[config.mk]
export PLATFORM = sky130hd
export DESIGN_NAME = async_fifo_core
export DESIGN_NICKNAME = d
export VERILOG_FILES = /design/src/rtl/async_fifo_pkg.sv /design/src/rtl/fifo_ptr_sync.sv /design/src/rtl/async_fifo_core.sv
export SDC_FILE = /design/constraint.sdc
export NUM_CORES = 2
export LEC_CHECK = 0
export CAP_MARGIN = 20
export CORE_ASPECT_RATIO = 0.7
export CORE_MARGIN = 1.5
export CORE_UTILIZATION = 55
export CTS_CLUSTER_DIAMETER = 100
export DETAILED_ROUTE_END_ITERATION = 8
export PLACE_DENSITY = 0.73
export SETUP_SLACK_MARGIN = 0.5
export SLEW_MARGIN = 20
export SYNTH_ARGS = -nofsm -noshare
export SYNTH_HDL_FRONTEND = slang
export SYNTH_SLANG_ARGS = --single-unit
[constraint.sdc]
create_clock -name clk -period 4.85 [get_ports clk]
set_input_delay 0.97 -clock clk [delete_from_list [all_inputs] [get_ports clk]]
set_output_delay 0.97 -clock clk [all_outputs]
set_load 0.03 [all_outputs]
[src/rtl/async_fifo_pkg.sv]
// rtl/async_fifo_pkg.sv - shared pointer helpers for the async FIFO core
//
// Purpose:
//   Gray/binary conversion and pointer-width helper shared by the FIFO core.
//   Functions operate on the widest pointer the core supports
//   (P_DEPTH = 4096 -> 13 bits). Callers zero-extend narrower pointers on
//   the way in and truncate on the way out. Zero upper bits do not change
//   the low bits of either conversion.
//
// Contents:
//   C_DEPTH_MAX  largest supported entry count
//   C_PTR_MAX    width of the widest pointer
//   ptr_width()  pointer width for a given depth: $clog2(depth) + 1
//   bin2gray()   binary -> reflected Gray
//   gray2bin()   reflected Gray -> binary
//
// Configuration macro used by the core: ASYNC_FIFO_ILA_EN (debug core).

package async_fifo_pkg;

    localparam int C_DEPTH_MAX = 4096;
    localparam int C_PTR_MAX   = $clog2(C_DEPTH_MAX) + 1;

    // One extra bit beyond the address distinguishes full from empty.
    function automatic int ptr_width(input int depth);
        return $clog2(depth) + 1;
    endfunction

    function automatic logic [C_PTR_MAX-1:0] bin2gray(input logic [C_PTR_MAX-1:0] b);
        return b ^ (b >> 1);
    endfunction

    // Each binary bit is the XOR of all Gray bits at or above it.
    function automatic logic [C_PTR_MAX-1:0] gray2bin(input logic [C_PTR_MAX-1:0] g);
        logic [C_PTR_MAX-1:0] b;
        b = g;
        for (int i = 1; i < C_PTR_MAX; i++) begin
            b = b ^ (g >> i);
        end
        return b;
    endfunction

endpackage

[src/rtl/fifo_ptr_sync.sv]
// rtl/fifo_ptr_sync.sv - two-flop synchronizer for a Gray-coded FIFO pointer
//
// Purpose:
//   Carries a Gray pointer into the opposite FIFO domain through two flops.
//   Only one bit of a Gray pointer changes per increment. A capture taken
//   mid-transition therefore resolves to either the old or the new value,
//   never to an unrelated one.
//
// Ports:
//   clk    in   destination-domain clock
//   rst_n  in   synchronous active-low reset, clears both stages
//   i_d    in   P_W  Gray pointer from the source domain
//   o_q    out  P_W  synchronized Gray pointer (two cycles behind i_d)

module fifo_ptr_sync #(
    parameter int P_W = 9
) (
    input  logic           clk,
    input  logic           rst_n,
    input  logic [P_W-1:0] i_d,
    output logic [P_W-1:0] o_q
);

    logic [P_W-1:0] r_meta;
    logic [P_W-1:0] r_sync;

    always_ff @(posedge clk) begin
        if (!rst_n) begin
            r_meta <= '0;
            r_sync <= '0;
        end else begin
            r_meta <= i_d;
            r_sync <= r_meta;
        end
    end

    assign o_q = r_sync;

endmodule

[src/rtl/async_fifo_core.sv]
// rtl/async_fifo_core.sv - first-word-fall-through FIFO with Gray pointer crossing
//
// Purpose:
//   P_DEPTH x P_WIDTH FIFO built like a dual-clock FIFO but run on one clock.
//   Each side sees the other side's pointer through a 2-flop synchronizer.
//   Latency and full/empty behaviour therefore match the dual-clock variant.
//   Storage is a simple dual-port RAM with a registered read. That read
//   register is also the FWFT output stage.
//
// Parameters:
//   P_DEPTH  entry count, power of two, 4..4096
//   P_WIDTH  data word width
//
// Ports:
//   clk      in   sole clock, rising edge
//   rst_n    in   synchronous active-low reset
//   wr_data  in   P_WIDTH  write word
//   wr_vld   in   write request
//   wr_rdy   out  space available; push happens when wr_vld & wr_rdy
//   rd_data  out  P_WIDTH  head-of-queue word, 0 when rd_vld is low
//   rd_vld   out  head word valid
//   rd_rdy   in   read acknowledge; pop happens when rd_vld & rd_rdy
//
// Configuration:
//   ASYNC_FIFO_ILA_EN  when defined, adds an ila_0 debug core on clk.
//                      The core only observes and does not change behaviour.

module async_fifo_core
    import async_fifo_pkg::*;
#(
    parameter int P_DEPTH = 256,
    parameter int P_WIDTH = 12
) (
    input  logic               clk,
    input  logic               rst_n,
    input  logic [P_WIDTH-1:0] wr_data,
    input  logic               wr_vld,
    output logic               wr_rdy,
    output logic [P_WIDTH-1:0] rd_data,
    output logic               rd_vld,
    input  logic               rd_rdy
);

    localparam int              C_AW        = $clog2(P_DEPTH);
    localparam int              C_PW        = ptr_width(P_DEPTH);
    localparam logic [C_PW-1:0] C_FULL_DIST = C_PW'(P_DEPTH);

    // ------------------------------------------------------------------
    // Storage
    // ------------------------------------------------------------------
    logic [P_WIDTH-1:0] r_mem [P_DEPTH];

    // ------------------------------------------------------------------
    // Write side
    // ------------------------------------------------------------------
    logic            r_wr_en;    // low while in reset, high from the first cycle after
    logic [C_PW-1:0] r_wptr;
    logic [C_PW-1:0] r_wgray;
    logic [C_PW-1:0] w_wptr_nxt;
    logic [C_PW-1:0] w_rq2_rgray;
    logic [C_PW-1:0] w_rq2_rbin;
    logic            w_full;
    logic            w_wr_rdy;
    logic            w_push;

    // ------------------------------------------------------------------
    // Read side
    // ------------------------------------------------------------------
    // r_rptr counts words that have left the FIFO through a pop. The head
    // word keeps its RAM slot until it is popped, so the write side never
    // sees more than P_DEPTH words of space.
    logic [C_PW-1:0]    r_rptr;
    logic [C_PW-1:0]    r_rgray;
    logic [C_PW-1:0]    w_rptr_nxt;
    logic [C_PW-1:0]    w_wq2_wgray;
    logic [C_PW-1:0]    w_wq2_wbin;
    logic [C_PW-1:0]    w_fetch;
    logic               w_has_next;
    logic               w_pop;
    logic               w_load;
    logic               r_rd_vld;
    logic [P_WIDTH-1:0] r_rd_data;

    // ------------------------------------------------------------------
    // Pointer crossing
    // ------------------------------------------------------------------
    fifo_ptr_sync #(
        .P_W (C_PW)
    ) u_sync_r2w (
        .clk   (clk),
        .rst_n (rst_n),
        .i_d   (r_rgray),
        .o_q   (w_rq2_rgray)
    );

    fifo_ptr_sync #(
        .P_W (C_PW)
    ) u_sync_w2r (
        .clk   (clk),
        .rst_n (rst_n),
        .i_d   (r_wgray),
        .o_q   (w_wq2_wgray)
    );

    // ------------------------------------------------------------------
    // Write side logic
    // ------------------------------------------------------------------
    assign w_wptr_nxt = r_wptr + C_PW'(1);
    assign w_rq2_rbin = C_PW'(gray2bin(C_PTR_MAX'(w_rq2_rgray)));

    // The synchronized read pointer lags the real one. This makes full
    // conservative: space freed by a pop shows up two cycles later.
    assign w_full   = ((r_wptr - w_rq2_rbin) == C_FULL_DIST);
    assign w_wr_rdy = r_wr_en & ~w_full;
    assign w_push   = wr_vld & w_wr_rdy;

    always_ff @(posedge clk) begin
        if (!rst_n) begin
            r_wr_en <= 1'b0;
            r_wptr  <= '0;
            r_wgray <= '0;
        end else begin
            r_wr_en <= 1'b1;
            if (w_push) begin
                r_wptr  <= w_wptr_nxt;
                // Gray is registered so the synchronizer input never glitches.
                r_wgray <= C_PW'(bin2gray(C_PTR_MAX'(w_wptr_nxt)));
            end
        end
    end

    // RAM write port. Contents are not cleared on reset because the pointers
    // alone decide what is valid.
    always_ff @(posedge clk) begin
        if (w_push) begin
            r_mem[r_wptr[C_AW-1:0]] <= wr_data;
        end
    end

    // ------------------------------------------------------------------
    // Read side logic
    // ------------------------------------------------------------------
    assign w_wq2_wbin = C_PW'(gray2bin(C_PTR_MAX'(w_wq2_wgray)));
    assign w_rptr_nxt = r_rptr + C_PW'(1);

    // Next word to fetch sits one past the head when the head is held.
    assign w_fetch    = r_rptr + C_PW'(r_rd_vld);
    assign w_has_next = (w_wq2_wbin != w_fetch);
    assign w_pop      = r_rd_vld & rd_rdy;
    assign w_load     = w_has_next & (~r_rd_vld | rd_rdy);

    always_ff @(posedge clk) begin
        if (!rst_n) begin
            r_rptr  <= '0;
            r_rgray <= '0;
        end else if (w_pop) begin
            r_rptr  <= w_rptr_nxt;
            r_rgray <= C_PW'(bin2gray(C_PTR_MAX'(w_rptr_nxt)));
        end
    end

    // Registered RAM read doubles as the FWFT output stage. It is cleared
    // whenever it empties so that rd_data reads 0 while rd_vld is low.
    always_ff @(posedge clk) begin
        if (!rst_n) begin
            r_rd_vld  <= 1'b0;
            r_rd_data <= '0;
        end else if (w_load) begin
            r_rd_vld  <= 1'b1;
            r_rd_data <= r_mem[w_fetch[C_AW-1:0]];
        end else if (w_pop) begin
            r_rd_vld  <= 1'b0;
            r_rd_data <= '0;
        end
    end

    assign wr_rdy  = w_wr_rdy;
    assign rd_vld  = r_rd_vld;
    assign rd_data = r_rd_data;

    // ------------------------------------------------------------------
    // Optional debug core
    // ------------------------------------------------------------------
`ifdef ASYNC_FIFO_ILA_EN
    ila_0 u_ila (
        .clk    (clk),
        .probe0 (r_wptr),
        .probe1 (r_rptr),
        .probe2 (w_wr_rdy),
        .probe3 (r_rd_vld),
        .probe4 (wr_vld),
        .probe5 (rd_rdy),
        .probe6 (wr_data[7:0]),
        .probe7 (r_rd_data[7:0])
    );
`else
    // Default build: no debug instance.
`endif

endmodule

Word level (Yosys, flattened, before mapping)
Memories as Yosys holds them, arrays and structs flattened. Cells that the tools add are included.

Flip-flop bits (word level): 86. Bits in latches: 0. RAM bits: 3072. Bits in read-only memories: 0. Bits of input ports: 16. Output and inout port bits: 14. Word-level logic and storage cells: 51. Memories: 1.

$add $sub $neg: 4. $mul: 0. Div/mod/pow operators: 0. Magnitude comparators: 0. Equality and inequality tests: 2. Shifts and indexed selects: 0. Multiplexer cells: 7. Bitwise logic cells: 25. Reductions and logical operators: 1.

Memories: r_mem (words 256, width 12, read ports 1, clocked after memory_dff 0, write ports 1, RTL line async_fifo_core.sv:51) `logic [P_WIDTH-1:0] r_mem [P_DEPTH];`.

Operators by type and width (number): $xor 9x8->9 (4); $mux 12 (2); $add 9x1->9 const B (2); $xor 9x1->9 (2); $xor 9x2->9 (2); $xor 9x3->9 (2); $xor 9x4->9 (2); $xor 9x5->9 (2); $xor 9x6->9 (2); $xor 9x7->9 (2); $add 9x1->9 (1); $eq 9x9->1 const B (1); $ne 9x9->1 (1); $sub 9x9->9 (1); $mux 1 (5); $and 1x1->1 (4); $not 1->1 (2); $reduce_bool 2->1 (1); $or 1x1->1 (1).

Longest topological paths before layout
Depth after elaboration: 15. Gate-level depth with buffers: 19. Depth with buffers taken out: 17.

Modules after synthesis
Synthesis repeated with hierarchy kept, for this count alone.

Cell total of the unflattened synthesis: 5663. Area, all modules: 121739.3 sq um.

By module, submodules not included: async_fifo_core (times used 1, cells each 5589, area an instance 120735.8 sq um, seq. area each 93209.4 sq um); fifo_ptr_sync (times used 2, cells each 37, area an instance 501.7 sq um, seq. area each 360.3 sq um).

Worst setup path before layout
No wires, ideal clock.

Path type: register to register. Start: register u_sync_r2w.r_sync[8], in the netlist u_sync_r2w.o_q[8]. End: memory r_mem[219][0], enable pin. Setup time: 0.380 ns. Arrival time: 4.649 ns. Required time: 4.470 ns. Setup slack: -0.179 ns. Stages on the path, launching flop included: 18. Path buffers: 1. Period minus slack after synthesis: 5.029 ns. Cell sequence: dfxtp_1 > xnor2_1 > xor2_1 > xor2_1 > xor2_1 > xor2_1 > xor2_1 > xor2_1 > ha_1 > nor2b_1 > o21a_1 > o21ai_0 > a21o_1 > a211oi_1 > a211oi_1 > nand2_1 > buf_4 > nor2_1.

Cells in the longest elaborated chain, start to end: 15.

Ends and longest elaborated chain: from (decl) (RTL line fifo_ptr_sync.sv:25) `logic [P_W-1:0] r_sync;`; from (signal assigned) (RTL line fifo_ptr_sync.sv:33) `r_sync <= r_meta;`; $xor 9x8->9 (RTL line async_fifo_pkg.sv:38) `b = b ^ (g >> i);`; $xor 9x7->9 (RTL line async_fifo_pkg.sv:38); $xor 9x6->9 (RTL line async_fifo_pkg.sv:38); $xor 9x5->9 (RTL line async_fifo_pkg.sv:38); $xor 9x4->9 (RTL line async_fifo_pkg.sv:38); $xor 9x3->9 (RTL line async_fifo_pkg.sv:38); $xor 9x2->9 (RTL line async_fifo_pkg.sv:38); $xor 9x1->9 * (RTL line async_fifo_pkg.sv:38); $sub 9x9->9 * (RTL line async_fifo_core.sv:113) `assign w_full = ((r_wptr - w_rq2_rbin) == C_FULL_DIST);`; $eq 9x9->1 * (RTL line async_fifo_core.sv:113); $not 1->1 * (RTL line async_fifo_core.sv:114) `assign w_wr_rdy = r_wr_en & ~w_full;`; $and 1x1->1 * (RTL line async_fifo_core.sv:114); $and 1x1->1 * (RTL line async_fifo_core.sv:115) `assign w_push = wr_vld & w_wr_rdy;`; $mux 1 * (RTL line async_fifo_core.sv:135) `if (w_push) begin`; $mux 1 (not written as such) * (RTL line async_fifo_core.sv:136) `r_mem[r_wptr[C_AW-1:0]] <= wr_data;`; to (decl) (RTL line async_fifo_core.sv:51).

Every way passes the cells marked *; elsewhere a longest branch is shown, timed or not.

Worst setup path in the final report
Start: register u_sync_r2w.r_sync[7], in the netlist u_sync_r2w.o_q[7]. End: output port wr_rdy.

Cells in the longest elaborated chain, start to end: 12.

Ends and longest elaborated chain: $xor 9x8->9 (RTL line async_fifo_pkg.sv:38); $xor 9x7->9 (RTL line async_fifo_pkg.sv:38); $xor 9x6->9 (RTL line async_fifo_pkg.sv:38); $xor 9x5->9 (RTL line async_fifo_pkg.sv:38); $xor 9x4->9 (RTL line async_fifo_pkg.sv:38); $xor 9x3->9 (RTL line async_fifo_pkg.sv:38); $xor 9x2->9 * (RTL line async_fifo_pkg.sv:38); $xor 9x1->9 * (RTL line async_fifo_pkg.sv:38); $sub 9x9->9 * (RTL line async_fifo_core.sv:113); $eq 9x9->1 * (RTL line async_fifo_core.sv:113); $not 1->1 * (RTL line async_fifo_core.sv:114); $and 1x1->1 * (RTL line async_fifo_core.sv:114); to (decl) (RTL line async_fifo_core.sv:38) `output logic wr_rdy,`.

Marks and branches as above.

==> results by stage <==
Pwr:
- The ratio of total power to cell area is 440 nW/um^2.
- The internal power of the cells is 0.0471 W.
- Of the total power, the share spent switching nets is 23.7%.
- The leakage power total is 43.4 nW.
- The peak supply drop is 0.412 mV.
- The analysis attributes to net switching a power of 0.0147 W.
- The portion of total power attributed to combinational logic is 14.7%.
- Registers are responsible for 48.5% of the overall power.
- Of the total power, the clock network draws 36.7%.

Min path:
- The worst min-delay path category is reg -> reg.
- In this run the most critical hold path is launched from u_sync_w2r.r_meta[4].

Route:
- The total wirelength of the detailed-routed design is 328 mm.
- The number of optimization iterations in the first detailed-route pass is 6.
- Dividing the detail-routed via count by the number of cells gives 6.78.
- In the routed design, unresolved DRC markers number 0.
- After detailed routing, the average wire length per cell comes to 34.7 um.
- Across all layers, the routed design uses 64029 vias.
- In this run the remaining antenna-violating nets after routing total 0.
- The first-iteration detailed-routing DRC count is 10496.

Synth:
- Of the total synthesized cell area, the portion taken by AND, OR, NAND and NOR gates is 4.27%.
- The post-synth net total is 5956.
- In this run the biggest area consumer among cell types represents 75.1% of the synthesized area.
- The share of synthesized registers carrying an async set or reset is 0%.
- Averaged over all synthesized cells, the footprint is 20.7 sq um.
- The sequential share of the synthesized area is 76.5%.
- The most used standard cell by instance count after synthesis is sky130_fd_sc_hd__edfxtp_1.
- The synthesized netlist devotes 0.153% of its cell area to adder and majority cells.
- The prevailing post-synth register cell is sky130_fd_sc_hd__edfxtp_1.
- Yosys mapped a number of flops with a built-in enable equal to 3072.
- The number of warnings printed during yosys synthesis is 0.
- The combinational family with the most area after synthesis is multiplexers.
- Summing the areas of all xor and xnor instances in the mapped netlist gives 0.537% of the synthesized area.
- The cell area that synthesis handed to floorplanning was 123000 sq um.
- The synthesized netlist devotes 1.50% of its cell area to compound gates.
- In the synthesized netlist, the cells that appear most often are sky130_fd_sc_hd__edfxtp_1 (3072), sky130_fd_sc_hd__mux4_2 (838), sky130_fd_sc_hd__nand2_1 (548), sky130_fd_sc_hd__nor2_1 (323), sky130_fd_sc_hd__clkbuf_1 (160).
- Sorting the synthesized cells by area gives the leading types as sky130_fd_sc_hd__edfxtp_1 (75%), sky130_fd_sc_hd__mux4_2 (15%), sky130_fd_sc_hd__nand2_1 (1.7%), sky130_fd_sc_hd__dfxtp_1 (1.4%), sky130_fd_sc_hd__nor2_1 (0.99%).
- In the synthesized netlist, the number of instances is 5925.
- The cell taking the most area after synthesis is sky130_fd_sc_hd__edfxtp_1.
- Synthesis instantiated 65 different standard cells from the library.
- The register bit count reported by yosys is 3156.
- Multiplexer cells account for 15.7% of the synthesized area.

Outcome:
- The checks that failed: setup timing.
- The flow ran to the end, but the final reports show violations.

Run:
- The max capacitance violation total is 0.

Worst setup path:
- The endpoint of the worst-slack reg-to-reg timing path is r_mem[45][5].
- STA puts the critical path data required time at 3880 ps.
- The startpoint class of the critical path is a flop.
- The arrival time reported for the critical path endpoint is 4880 ps.
- Along the worst path, the maximum fanout reaches 2.
- For the worst flop-to-flop path, the logic depth is 19.
- The category of the most critical setup path is reg -> out.
- STA classifies the critical path endpoint as an output pin.
- Setup slack on the worst reg-to-reg path comes out at -690 ps.
- The critical path startpoint is u_sync_r2w.o_q[7].
- The launch point of the worst reg-to-reg path is u_sync_r2w.o_q[7].
- The end point of the critical path is wr_rdy.

Floorplanning:
- The number of top-level pins is 30.
- The total number of placement rows is 144.
- The starting density of the core is 55.6%.
- The core region is 221000 sq um.
- In this run the vertical extent of the chip is 398 um.
- The die is 568 um wide.
- The area enclosed by the die boundary is 226000 sq um.

Placement:
- Detailed placement ended at an HPWL of 204 mm.
- OpenSTA, run right after detailed placement, puts the worst setup slack at -934 ps.
- The number of port buffers is 29.
- Routability-driven placement finished with a final weighted congestion of 0.944.

Timing:
- The transition at the pin with the smallest max-transition slack is 1430 ps.
- Setup violations remaining at the end of the flow were counted as 3073.
- Derived from the worst setup path, the maximum achievable clock frequency is 0.171 GHz.
- The part of the cycle the worst path needs is 121%.
- Setup repair after global routing could not meet its margin everywhere.
- For the finished layout, the period the worst path requires is 5850 ps.
- Between clock sinks in the finished design, the worst skew comes to 44.4 ps.
- The total count of max-transition violations in the final report is 0.
- The post-layout worst setup margin is -1000 ps.
- The worst slew slack as a fraction of its limit is 4.23%.
- The hold violation count in the final report is 0.

GRT:
- The overflow left after global routing is 0.
- The pin count of the biggest net entering global routing is 109.
- The initial antenna violation count was 10.
- The via count of the first global-routing pass is 60780.
- The first global-routing pass estimated 463 mm of wire.
- The total routing usage reported by global routing is 29.0%.

Final layout:
- The final layout contains 6343 nets.
- For this run, the share of the core covered by cells in the final layout is 63.7%.
- The post-route netlist has 29.3% of its cells at a drive strength greater than 1.
- Compared with the post-synthesis result, the final layout area differs by 14.5%.
- After filler insertion, the fill cell instance count of the layout stands at 14223.

Clocking:
- TritonCTS created 282 clock buffers.
- The clock latency on the worst-skew pair is 850 ps.
- The cell at the root of the clock tree is sky130_fd_sc_hd__clkbuf_16.
- The count of hold buffers inserted by post-cts repair is 0.
- In this run the deepest clock path goes through 4 buffers.
- The clock-pin transition on the worst setup and hold timing paths is 60 ps.
- The clock net in this run drives a total of 3156 sinks.
- The H-tree was split into 5 levels.
- The TritonCTS clock tree is yes.
[through the flow]
step	std cells	area (sq um)	hold WS [ps]	power, W	setup TNS [ps]
6_report	9450	141000	432	0.0618	-1002510
5_1_grt	9447	141000	449	0.0633	-1923830
4_1_cts	9407	140000	433	0.0619	-1000250
3_5_place_dp	8890	130000	419	0.0396	-1248490
3_3_place_gp	8890	130000	417	0.0395	-1157090
2_1_floorplan	5925	124000	412	0.0367	0
[flip-flops by register name (all words and copies together), names as in the netlist]
name / count
r_mem: 3072
r_rgray: 9
r_rptr: 8
r_wgray: 8
r_wptr: 9
r_wr_en: 1
rd_data: 12
rd_vld: 1
u_sync_r2w.o_q: 9
u_sync_r2w.r_meta: 9
u_sync_w2r.o_q: 9
u_sync_w2r.r_meta: 9
[cell type report]
type	instances	area [sq um]	share of cell area [%]
Antenna cell	4	10.0	0.00712
Clock buffer	355	7580	5.39
Clock inverter	143	1580	1.12
Inverter	11	41.3	0.0294
Multi-Input combinational cell	2412	28500	20.3
Sequential cell	3156	93900	66.8
Tap cell	2920	3650	2.60
Timing Repair Buffer	449	5290	3.76
[power by group through the flow]
stage / sequential, W / combinational, W / clock (W)
6_report: 0.0300 / 0.00911 / 0.0227
5_1_grt: 0.0300 / 0.00955 / 0.0238
4_1_cts: 0.0300 / 0.00907 / 0.0228
3_5_place_dp: 0.0306 / 0.00897 / 0
3_3_place_gp: 0.0306 / 0.00889 / 0
2_1_floorplan: 0.0306 / 0.00604 / 0
[cell families after synthesis]
logic type | Yosys count
DFF | 3156
and+or+nand+nor | 1189
muxes | 872
buffers and inverters | 358
AOI/OAI and AO/OA | 267
xor gates and xnor gates | 68
adders and majority gates | 15
[critical path, stage by stage, from the launching register on]
cell and delay [ps]:
sky130_fd_sc_hd__dfxtp_2 330, sky130_fd_sc_hd__xnor2_2 180, sky130_fd_sc_hd__xor2_1 230, sky130_fd_sc_hd__xor2_1 250, sky130_fd_sc_hd__xor2_1 250, sky130_fd_sc_hd__xor2_1 230, sky130_fd_sc_hd__xor2_1 240, sky130_fd_sc_hd__xor2_1 280
sky130_fd_sc_hd__xnor2_1 160, sky130_fd_sc_hd__ha_2 200, sky130_fd_sc_hd__nor2b_4 130, sky130_fd_sc_hd__xnor2_1 60, sky130_fd_sc_hd__or4_1 510, sky130_fd_sc_hd__a2111o_1 340, sky130_fd_sc_hd__a2111oi_4 250, sky130_fd_sc_hd__buf_4 180
sky130_fd_sc_hd__a21boi_4 80, sky130_fd_sc_hd__buf_6 140
[routing by layer]
layer | share of wire (%) | routed length [um] | global-route usage [%] | up-vias
li1 | - | - | - | 25062
met1 | 40 | 130000 | 44.8 | 33435
met2 | 42 | 138000 | 39.3 | 5059
met3 | 16 | 52400 | 10.9 | 469
met4 | 2.4 | 7990 | 6.78 | 4
met5 | 0.0070 | 23 | 0 | -
[placed cells by master (no fill, tap or decap), types with 17 or more instances in the layout]
cell	Yosys	routed
sky130_fd_sc_hd__edfxtp_1	3072	3072
sky130_fd_sc_hd__mux4_2	838	838
sky130_fd_sc_hd__nand2_1	548	545
sky130_fd_sc_hd__clkbuf_16	0	297
sky130_fd_sc_hd__buf_4	30	269
sky130_fd_sc_hd__nor2_1	323	133
sky130_fd_sc_hd__buf_12	0	130
sky130_fd_sc_hd__nor2_4	0	127
sky130_fd_sc_hd__nand3_1	105	101
sky130_fd_sc_hd__a21oi_1	98	96
sky130_fd_sc_hd__dfxtp_1	84	81
sky130_fd_sc_hd__nor2_2	0	64
sky130_fd_sc_hd__clkbuf_1	160	59
sky130_fd_sc_hd__and3_1	54	54
sky130_fd_sc_hd__clkinv_1	2	53
sky130_fd_sc_hd__and2_1	44	44
sky130_fd_sc_hd__xnor2_1	44	42
sky130_fd_sc_hd__bufinv_16	0	32
sky130_fd_sc_hd__clkinv_2	0	29
sky130_fd_sc_hd__a31oi_1	25	25
sky130_fd_sc_hd__a311oi_1	25	25
sky130_fd_sc_hd__nor4_1	25	25
sky130_fd_sc_hd__mux2i_1	22	22
sky130_fd_sc_hd__a211oi_1	24	22
sky130_fd_sc_hd__xor2_1	19	17
sky130_fd_sc_hd__nand4_1	17	17
sky130_fd_sc_hd__buf_8	0	17
[worst min-delay path by stage]
stage	end	depth (start not counted)
after detailed placement	u_sync_w2r.o_q[7]	1
after global placement	u_sync_w2r.o_q[8]	1
final	u_sync_w2r.o_q[4]	1
after CTS	u_sync_w2r.o_q[7]	1
after global routing	u_sync_w2r.o_q[3]	1
after floorplan	u_sync_r2w.o_q[7]	1
[timing repair]
item                                    in CTS  in global routing
resized for setup                           61                 83
pin swaps                                   28                 31
gates cloned                                 1                  5
endpoints found under the setup margin    3090               3101
hold endpoints to repair                     0                  0
setup buffers                               18                 34
(Power assumes the default switching activity.)
